### config.mk
export PLATFORM = sky130hd
export DESIGN_NAME = q_max_fetch_flat
export DESIGN_NICKNAME = d
export VERILOG_FILES = /design/src/rtl/q_max_fetch_if.sv /design/src/rtl/q_max_fetch.sv /design/src/flat_wrapper.sv
export SDC_FILE = /design/constraint.sdc
export NUM_CORES = 1
export LEC_CHECK = 0
export ABC_AREA = 1
export BUFFER_PORTS_ARGS = -buffer_cell sky130_fd_sc_hd__buf_2
export CORE_ASPECT_RATIO = 0.75
export CORE_UTILIZATION = 55
export CTS_CLUSTER_SIZE = 28
export DETAILED_ROUTE_END_ITERATION = 12
export GPL_ROUTABILITY_DRIVEN = 0
export PLACE_DENSITY = 0.84
export SLEW_MARGIN = 20
export SYNTH_ARGS = -nofsm -noshare
export SYNTH_HDL_FRONTEND = slang
export SYNTH_SLANG_ARGS = --single-unit
### constraint.sdc
create_clock -name clk -period 5.6 [get_ports clk]
set_input_delay 1.12 -clock clk [delete_from_list [all_inputs] [get_ports clk]]
set_output_delay 1.12 -clock clk [all_outputs]
set_load 0.005 [all_outputs]
### src/rtl/q_max_fetch_if.sv
// q_max_fetch_if: bundles every non-clock/reset signal of the Q-max operand fetcher.
//   Request:  start, cur_state, cur_action, next_state (in), busy (out)
//   Q-table:  ram_rd_en, ram_addr (out), ram_rdata (in)
//   Result:   old_Q, max_Q, max_action, valid_out (out), ready_in (in)
// The slave modport is the fetcher; the master modport is its environment
// (requester, Q-table RAM and downstream update datapath).
interface q_max_fetch_if #(
   parameter int unsigned STATE_W  = 4,
   parameter int unsigned ACTION_W = 2,
   parameter int unsigned Q_W      = 16
);
   logic                         start;
   logic [STATE_W-1:0]           cur_state;
   logic [ACTION_W-1:0]          cur_action;
   logic [STATE_W-1:0]           next_state;
   logic                         busy;
   logic                         ram_rd_en;
   logic [STATE_W+ACTION_W-1:0]  ram_addr;
   logic [Q_W-1:0]               ram_rdata;
   logic [Q_W-1:0]               old_Q;
   logic [Q_W-1:0]               max_Q;
   logic [ACTION_W-1:0]          max_action;
   logic                         valid_out;
   logic                         ready_in;

   modport master (
      output start, cur_state, cur_action, next_state, ram_rdata, ready_in,
      input  busy, ram_rd_en, ram_addr, old_Q, max_Q, max_action, valid_out
   );

   modport slave (
      input  start, cur_state, cur_action, next_state, ram_rdata, ready_in,
      output busy, ram_rd_en, ram_addr, old_Q, max_Q, max_action, valid_out
   );
endinterface

### src/rtl/q_max_fetch.sv
// q_max_fetch: reads Q(s,a) and scans Q(s',0..NUM_ACTIONS-1) from the Q-table,
// presenting old_Q, max_Q and the arg-max action under a valid/ready handshake.
// Ports:
//   clk    rising-edge clock
//   rst_n  asynchronous active-low reset
//   bus    q_max_fetch_if.slave (request, Q-table read port, result handshake)
// NUM_ACTIONS must lie in 1..2**ACTION_W.
module q_max_fetch #(
   parameter int unsigned STATE_W     = 4,
   parameter int unsigned ACTION_W    = 2,
   parameter int unsigned NUM_ACTIONS = 4,
   parameter int unsigned Q_W         = 16
) (
   input logic           clk,
   input logic           rst_n,
   q_max_fetch_if.slave  bus
);

   // Counter counts edges since the start edge; wide enough to reach NUM_ACTIONS+1.
   localparam int unsigned CntW = ACTION_W + 2;
   localparam logic [CntW-1:0] LastIssue = CntW'(NUM_ACTIONS - 1);
   localparam logic [CntW-1:0] LastCmp   = CntW'(NUM_ACTIONS + 1);

   typedef enum logic [1:0] {StIdle, StIssue, StDrain, StHold} state_e;

   state_e                       state_q, state_d;
   logic [CntW-1:0]              cnt_q;
   logic [STATE_W-1:0]           next_state_q;
   logic                         rd_en_q;
   logic [STATE_W+ACTION_W-1:0]  addr_q;
   logic [Q_W-1:0]               old_q_q;
   logic [Q_W-1:0]               max_q_q;
   logic [ACTION_W-1:0]          max_action_q;
   logic                         scanning;

   // State register
   always_ff @(posedge clk or negedge rst_n) begin
      if (!rst_n) begin
         state_q <= StIdle;
      end else begin
         state_q <= state_d;
      end
   end

   // Next-state logic
   always_comb begin
      state_d = state_q;
      case (state_q)
         StIdle:  if (bus.start)          state_d = StIssue;
         StIssue: if (cnt_q == LastIssue) state_d = StDrain;
         StDrain: if (cnt_q == LastCmp)   state_d = StHold;
         StHold:  if (bus.ready_in)       state_d = StIdle;
         default:                         state_d = StIdle;
      endcase
   end

   // FSM outputs
   always_comb begin
      bus.busy      = (state_q != StIdle);
      bus.valid_out = (state_q == StHold);
   end

   assign scanning = (state_q == StIssue) || (state_q == StDrain);

   // Read issue and data capture. Read data for the request issued at edge Ej
   // is present on ram_rdata just before edge E(j+2); with cnt_q == j-1 at Ej,
   // old_Q lands at cnt_q == 1 and action k lands at cnt_q == k+2.
   // s and a are consumed directly at the start edge, so only s' is latched.
   always_ff @(posedge clk or negedge rst_n) begin
      if (!rst_n) begin
         cnt_q        <= '0;
         next_state_q <= '0;
         rd_en_q      <= 1'b0;
         addr_q       <= '0;
         old_q_q      <= '0;
         max_q_q      <= '0;
         max_action_q <= '0;
      end else begin
         case (state_q)
            StIdle: begin
               if (bus.start) begin
                  next_state_q <= bus.next_state;
                  cnt_q        <= '0;
                  rd_en_q      <= 1'b1;
                  addr_q       <= {bus.cur_state, bus.cur_action};
               end
            end
            StIssue: begin
               rd_en_q <= 1'b1;
               addr_q  <= {next_state_q, cnt_q[ACTION_W-1:0]};
               cnt_q   <= cnt_q + 1'b1;
            end
            StDrain: begin
               rd_en_q <= 1'b0;
               cnt_q   <= cnt_q + 1'b1;
            end
            default: ;
         endcase

         if (scanning) begin
            if (cnt_q == CntW'(1)) begin
               old_q_q <= bus.ram_rdata;
            end
            if (cnt_q == CntW'(2)) begin
               // Action 0 seeds the max so nothing from a previous fetch survives.
               max_q_q      <= bus.ram_rdata;
               max_action_q <= '0;
            end else if ((cnt_q > CntW'(2)) && (cnt_q <= LastCmp) &&
                         ($signed(bus.ram_rdata) > $signed(max_q_q))) begin
               // Strict compare keeps the lowest action index on ties.
               max_q_q      <= bus.ram_rdata;
               max_action_q <= ACTION_W'(cnt_q - CntW'(2));
            end
         end
      end
   end

   assign bus.ram_rd_en  = rd_en_q;
   assign bus.ram_addr   = addr_q;
   assign bus.old_Q      = old_q_q;
   assign bus.max_Q      = max_q_q;
   assign bus.max_action = max_action_q;

endmodule

### src/flat_wrapper.sv
// flat-port wrapper written by rule: the top's interface ports become plain ports
module q_max_fetch_flat 
#(
   parameter int unsigned STATE_W     = 4,
   parameter int unsigned ACTION_W    = 2,
   parameter int unsigned NUM_ACTIONS = 4,
   parameter int unsigned Q_W         = 16
)
  (clk, rst_n, bus_start, bus_cur_state, bus_cur_action, bus_next_state, bus_ram_rdata, bus_ready_in, bus_busy, bus_ram_rd_en, bus_ram_addr, bus_old_Q, bus_max_Q, bus_max_action, bus_valid_out);
  q_max_fetch_if #(.STATE_W(STATE_W), .ACTION_W(ACTION_W), .Q_W(Q_W)) bus_i ();
  input logic clk;
  input logic rst_n;
  input wire logic [$bits(bus_i.start)-1:0] bus_start;
  input wire logic [$bits(bus_i.cur_state)-1:0] bus_cur_state;
  input wire logic [$bits(bus_i.cur_action)-1:0] bus_cur_action;
  input wire logic [$bits(bus_i.next_state)-1:0] bus_next_state;
  input wire logic [$bits(bus_i.ram_rdata)-1:0] bus_ram_rdata;
  input wire logic [$bits(bus_i.ready_in)-1:0] bus_ready_in;
  output wire logic [$bits(bus_i.busy)-1:0] bus_busy;
  output wire logic [$bits(bus_i.ram_rd_en)-1:0] bus_ram_rd_en;
  output wire logic [$bits(bus_i.ram_addr)-1:0] bus_ram_addr;
  output wire logic [$bits(bus_i.old_Q)-1:0] bus_old_Q;
  output wire logic [$bits(bus_i.max_Q)-1:0] bus_max_Q;
  output wire logic [$bits(bus_i.max_action)-1:0] bus_max_action;
  output wire logic [$bits(bus_i.valid_out)-1:0] bus_valid_out;
  assign bus_i.start = bus_start;
  assign bus_i.cur_state = bus_cur_state;
  assign bus_i.cur_action = bus_cur_action;
  assign bus_i.next_state = bus_next_state;
  assign bus_i.ram_rdata = bus_ram_rdata;
  assign bus_i.ready_in = bus_ready_in;
  assign bus_busy = bus_i.busy;
  assign bus_ram_rd_en = bus_i.ram_rd_en;
  assign bus_ram_addr = bus_i.ram_addr;
  assign bus_old_Q = bus_i.old_Q;
  assign bus_max_Q = bus_i.max_Q;
  assign bus_max_action = bus_i.max_action;
  assign bus_valid_out = bus_i.valid_out;
  q_max_fetch #(.STATE_W(STATE_W), .ACTION_W(ACTION_W), .NUM_ACTIONS(NUM_ACTIONS), .Q_W(Q_W)) u_core (.clk(clk), .rst_n(rst_n), .bus(bus_i));
endmodule
==> reports/qor.yml, run 1 <==
antenna_left: 0
antenna_found_initial: 0
final.setup_skew_ns: 0.0119
synthAdderAreaFrac_pct: 11.1
hold_viol_final: 0
rsz0062_at_grt: "no"
wirelength_um: 5630
ys_seq_elements: 51
finalSetupViolCount: 0
cpLargestDelayFamily: "adder cells"
wl_per_cell_um: 13.1
r2r_cells: 4
std_cell_rows: 22
path_class: "reg -> reg"
yosysWarnings: 0
post-dp-hpwl_um: 4080
syn_area_per_cell_um2: 9.57
grt_pass1_wl_um: 9690
fillers: 394
synth_commonest_cells: "59 x nand2_1, 51 x dfrtp_1, 37 x inv_1"
grt_pass1_vias: 2132
muxShareOfSynthArea_pct: 7.58
r2r_end: "u_core.bus.old_Q[4]"
peakVddDrop_mv: 0.248
vias_per_cell: 5.14
cap_violations: 0
synthSimpleGateAreaFrac_pct: 23.6
clk_latency_ns: 0.31
grtUsageTotal_pct: 23.1
cellLeakagePower_nw: 1.73
cp_num_buf_inv: 1
dr.pass1.iters: 7
cts.sinks: 51
num_antenna_cells: 0
min_period_ns: 3.03
synth_top_family_by_area: "simple AND/OR/NAND/NOR gates"
ctsResizeCount: 0
post-route-drc-count: 0
outcome: "completed"
end_kind: "register"
core_um2: 4930
max_freq_mhz: 330
first_iter_violations: 102
cp.arrival_ns: 3.22
path_depth: 4
synth_flop_cell: "dfrtp_1"
holdCritStartpoint: "u_core.bus.old_Q[9]"
path_cells: "inv_1 -> ha_1 -> nand3_1 -> mux2_2"
synthTopCellsByArea: "dfrtp_1 45%, ha_1 11%, nand2_1 7.8%"
r2r-start: "u_core.state_q[0]"
layout-drive-gt1-share_pct: 34.7
synth_edf_count: 0
hold_path.class: "reg -> reg"
setup_tns_ns: 0
hold_depth: 1
io_pins: 73
dieWidth_um: 84.7
clock-root-buffer: "clkbuf_8"
syn_to_final_growth_pct: 16.7
h-tree-depth: 2
yosys.area.top_type: "dfrtp_1"
synth_top_area_share_pct: 45.2
cp_slowest_stage_delay_ns: 0.97
via_count: 2207
die_area_um2: 5430
grt_start_max_net_pins: 52
maxSlewViolCount: 0
whs_endpoint: "u_core.bus.old_Q[9]"
powerDensity_nw_per_um2: 567
cts_hold_buf: 0
relSlewSlack_pct: 32.8
synth_cell_type_count: 24
cts_buffer_depth: 2
synth_xor_xnor_area_share_pct: 0
post-route-period-util_pct: 54.1
yosysMostFrequentCell: "nand2_1"
slowest_stage: "ha_1"
ff2ff_setup_slack_ns: 2.57
synth_compound_area_share_pct: 5.80
syn_inst: 295
io_buffers: 72
dp.cells: 421
async_reset_ff_share_pct: 100
nets: 423
initial_utilization_pct: 57.3
syn_area_um2: 2820
worst_pin_slew_ns: 1.01
die_height_um: 64.1
crit_path_start_kind: "register"
overflow: 0
ys_seq_area_share_pct: 45.2
numCtsBuffers: 5
cp.required_ns: 5.79
final_cells: 429
tritoncts: "done"
post_cts_buffers: 0
synthesis.nets: 350
clk_pin_slew_ns: 0.09
hold_slack_ns: 0.507
path_max_fanout: 26
## layout by cell type, fill, tap and decap left out
| cell | instances |
|---|---|
| nand2_8 | 1 |
| a211oi_1 | 1 |
| buf_2 | 72 |
| nand3_1 | 25 |
| o21ai_1 | 1 |
| o22ai_1 | 2 |
| clkbuf_8 | 5 |
| nor2_2 | 1 |
| mux2_2 | 19 |
| dfrtp_1 | 51 |
| nand3_2 | 1 |
| nand4_1 | 2 |
| clkinv_2 | 1 |
| nand2_4 | 11 |
| o21ai_0 | 9 |
| clkbuf_1 | 2 |
| nor2_1 | 10 |
| a31oi_1 | 7 |
| buf_4 | 1 |
| nor2_4 | 2 |
| nand2_1 | 59 |
| or2_2 | 1 |
| nand2_2 | 13 |
| ha_1 | 25 |
| inv_1 | 37 |
| a21oi_1 | 10 |
## worst max-delay path by stage
| stage | start | endpoint | slack [ns] |
|---|---|---|---|
| after global placement | bus_ram_rdata[15] | u_core.bus.max_Q[12] | 2.66 |
| after detailed placement | u_core.state_q[0] | u_core.bus.old_Q[4] | 2.56 |
| final | u_core.state_q[0] | u_core.bus.old_Q[4] | 2.57 |
| after global routing | u_core.state_q[0] | u_core.bus.old_Q[4] | 2.37 |
| after floorplan | bus_ram_rdata[15] | u_core.bus.max_Q[0] | 3.01 |
| after CTS | u_core.state_q[0] | u_core.bus.old_Q[4] | 2.54 |
## sequential cells by signal, summed over array words and instances, names as in the netlist
signal,cells
u_core.bus.max_action,2
u_core.bus.ram_rd_en,1
u_core.cnt_q,4
u_core.bus.old_Q,16
u_core.state_q,2
u_core.bus.max_Q,16
u_core.bus.ram_addr,6
u_core.next_state_q,4
## area by class of cell
| cell class | count | area [um^2] | area share [%] |
|---|---|---|---|
| multi-input cells | 200 | 1360 | 41.2 |
| clock inverters | 1 | 5.00 | 0.152 |
| well taps | 60 | 75.1 | 2.28 |
| clock buffers | 7 | 76.3 | 2.31 |
| inverters | 37 | 139 | 4.21 |
| repair buffers | 73 | 368 | 11.2 |
| flip-flops and latches | 51 | 1280 | 38.7 |
## metal layers
layer	GRT usage (%)	vias up	wire, um
met1	29.9	1043	2730
met4	7.20	0	58
met5	0	-	0
met3	4.78	6	217
met2	39.4	53	2620
li1	-	1105	-
## worst register-to-register path: stages, from the launching register on
cell     delay [ns]
dfrtp_1        0.41
inv_1          0.10
ha_1           0.97
nand3_1        0.88
mux2_2         0.54
## where the power goes
part / internal [mW] / switching, mW
Clock: 0.0880 / 0.119
Combinational: 0.415 / 0.562
Sequential: 0.550 / 0.135
## kinds of logic after synthesis
logic type	Yosys count
multiplexers	19
adder cells (fa/ha/maj)	25
buffers and inverters	44
flip-flops	51
AO/OA/AOI/OAI	30
AND/OR/NAND/NOR	126
## per-stage QoR
stage	utilization (%)	power (mW)	instance area [um^2]	setup slack [ns]
after floorplan	-	1.38	2820	3.01
after global placement	65.3	1.62	3220	2.66
after detailed placement	65.3	1.67	3220	2.56
after CTS	66.9	1.89	3300	2.54
after global routing	66.9	2.05	3300	2.37
final	66.9	1.87	3300	2.57
Note: power is estimated with default switching activity, not from simulation.
==> run 2: changes to the inputs <==
--- a/config.mk
+++ b/config.mk
@@ -8,11 +8,11 @@
 export ABC_AREA = 1
 export BUFFER_PORTS_ARGS = -buffer_cell sky130_fd_sc_hd__buf_2
 export CORE_ASPECT_RATIO = 0.75
-export CORE_UTILIZATION = 55
+export CORE_UTILIZATION = 48
 export CTS_CLUSTER_SIZE = 28
 export DETAILED_ROUTE_END_ITERATION = 12
 export GPL_ROUTABILITY_DRIVEN = 0
-export PLACE_DENSITY = 0.84
+export PLACE_DENSITY = 0.77
 export SLEW_MARGIN = 20
 export SYNTH_ARGS = -nofsm -noshare
 export SYNTH_HDL_FRONTEND = slang
==> constraint.sdc (replaced) <==
create_clock -name clk -period 2.6 [get_ports clk]
set_input_delay 0.52 -clock clk [delete_from_list [all_inputs] [get_ports clk]]
set_output_delay 0.52 -clock clk [all_outputs]
set_load 0.005 [all_outputs]
==> reports/qor.yml, run 2 (same netlist as run 1, synthesis figures left out) <==
antenna_left: 0
post_cts_buffers: 0
clock-root-buffer: "clkbuf_8"
h-tree-depth: 2
syn_to_final_growth_pct: 19.2
grt_pass1_wl_um: 9200
wirelength_um: 5520
first_iter_violations: 48
nets: 427
antenna_found_initial: 0
hold_viol_final: 0
max_freq_mhz: 453
ctsResizeCount: 0
rsz0062_at_grt: "no"
overflow: 0
final.setup_skew_ns: 0.0126
cp.required_ns: 2.80
clk_pin_slew_ns: 0.10
cp.arrival_ns: 2.41
std_cell_rows: 23
via_count: 2163
peakVddDrop_mv: 0.587
layout-drive-gt1-share_pct: 35.7
crit_path_start_kind: "register"
die_height_um: 68.4
post-route-drc-count: 0
r2r_cells: 14
final_common_cell: "buf_2"
grt_pass1_vias: 2071
worst_pin_slew_ns: 0.634
ff2ff_setup_slack_ns: 0.39
finalSetupViolCount: 0
outcome: "completed"
dieWidth_um: 90.6
fillers: 475
end_kind: "register"
grt_start_max_net_pins: 28
cellLeakagePower_nw: 1.75
numCtsBuffers: 5
post-dp-hpwl_um: 4290
r2r_end: "u_core.bus.max_Q[8]"
vias_per_cell: 4.83
cts_hold_buf: 0
cts_buffer_depth: 2
hold_path.class: "in -> async"
powerDensity_nw_per_um2: 1210
path_class: "reg -> reg"
maxSlewViolCount: 0
num_antenna_cells: 0
mostFrequentLayoutCells: "72 x buf_2, 59 x nand2_1, 51 x dfrtp_1"
io_pins: 73
cts.sinks: 51
initial_utilization_pct: 51.4
core_um2: 5500
fin_util_pct: 61.2
clk_latency_ns: 0.31
cap_violations: 0
dr.pass1.iters: 4
relSlewSlack_pct: 57.7
die_area_um2: 6200
post-route-period-util_pct: 85.0
io_buffers: 72
r2r-start: "u_core.bus.max_Q[15]"
setup_tns_ns: 0
min_period_ns: 2.21
tritoncts: "done"
path_max_fanout: 19
grtUsageTotal_pct: 19.1
wl_per_cell_um: 12.3
==> run 2: cell count changes in the layout (fill, tap and decap cells not counted), sizes merged <==
| cell | before | now |
|---|---|---|
| buf | 73 | 77 |
| clkbuf | 7 | 6 |
| clkinv | 1 | 0 |
| clkinvlp | 0 | 1 |
| inv | 37 | 38 |
==> run 2: power by group <==
part	switching, mW	leakage (nW)	internal, mW	total (mW)
clock network	0.269	0.0418	0.194	0.463
logic	1.19	1.10	0.932	2.12
registers	0.283	0.614	1.19	1.47
==> run 2: layout make-up <==
type | instances | area (um^2) | area share (%)
Multi-Input combinational cell | 200 | 1360 | 40.3
Sequential cell | 51 | 1280 | 37.9
Timing Repair Buffer | 77 | 410 | 12.2
Inverter | 37 | 139 | 4.13
Tap cell | 75 | 93.8 | 2.79
Clock buffer | 6 | 72.6 | 2.16
Clock inverter | 2 | 16.3 | 0.483
==> run 2: routing by layer <==
layer	vias to the layer above	routed length (um)	part of all wire, %	track usage, %
met5	-	0	0	0
met4	0	45	0.82	4.84
met3	7	271	4.9	4.33
met2	55	2370	43	31.9
met1	986	2840	51	25.4
li1	1115	-	-	-
==> run 2: worst max-delay path by stage <==
stage | start | end | slack (ns)
2_1_floorplan | bus_ram_rdata[15] | u_core.bus.max_Q[0] | 0.61
3_3_place_gp | bus_ram_rdata[15] | u_core.bus.max_Q[10] | 0.34
3_5_place_dp | bus_ram_rdata[15] | u_core.bus.max_Q[6] | 0.25
4_1_cts | u_core.bus.max_Q[15] | u_core.bus.max_Q[6] | 0.39
5_1_grt | u_core.bus.max_Q[15] | u_core.bus.max_Q[8] | 0.16
6_report | u_core.bus.max_Q[15] | u_core.bus.max_Q[8] | 0.39
==> run 2: worst max-delay path: stages, from the launching register on <==
cell and delay, ns:
dfrtp_1 0.43, inv_1 0.06, ha_1 0.34, nand2_2 0.11
inv_1 0.04, nand2_1 0.06, nand2_1 0.05, a21oi_1 0.15
nand3_1 0.09, nand2_1 0.08, nand3_2 0.08, nand2_4 0.22
nand2_8 0.20, nand2_1 0.11, nand2_1 0.05
==> run 2: metrics by stage <==
stage	power, mW	hold WS (ns)	area (um^2)	std cells	setup WS (ns)
finish	4.06	0.219	3370	448	0.391
global route	4.43	0.276	3370	448	0.163
CTS	4.10	0.244	3370	448	0.386
detailed placement	3.63	0.488	3280	440	0.246
global placement	3.55	0.464	3280	440	0.335
floorplan	2.97	0.224	2820	295	0.612
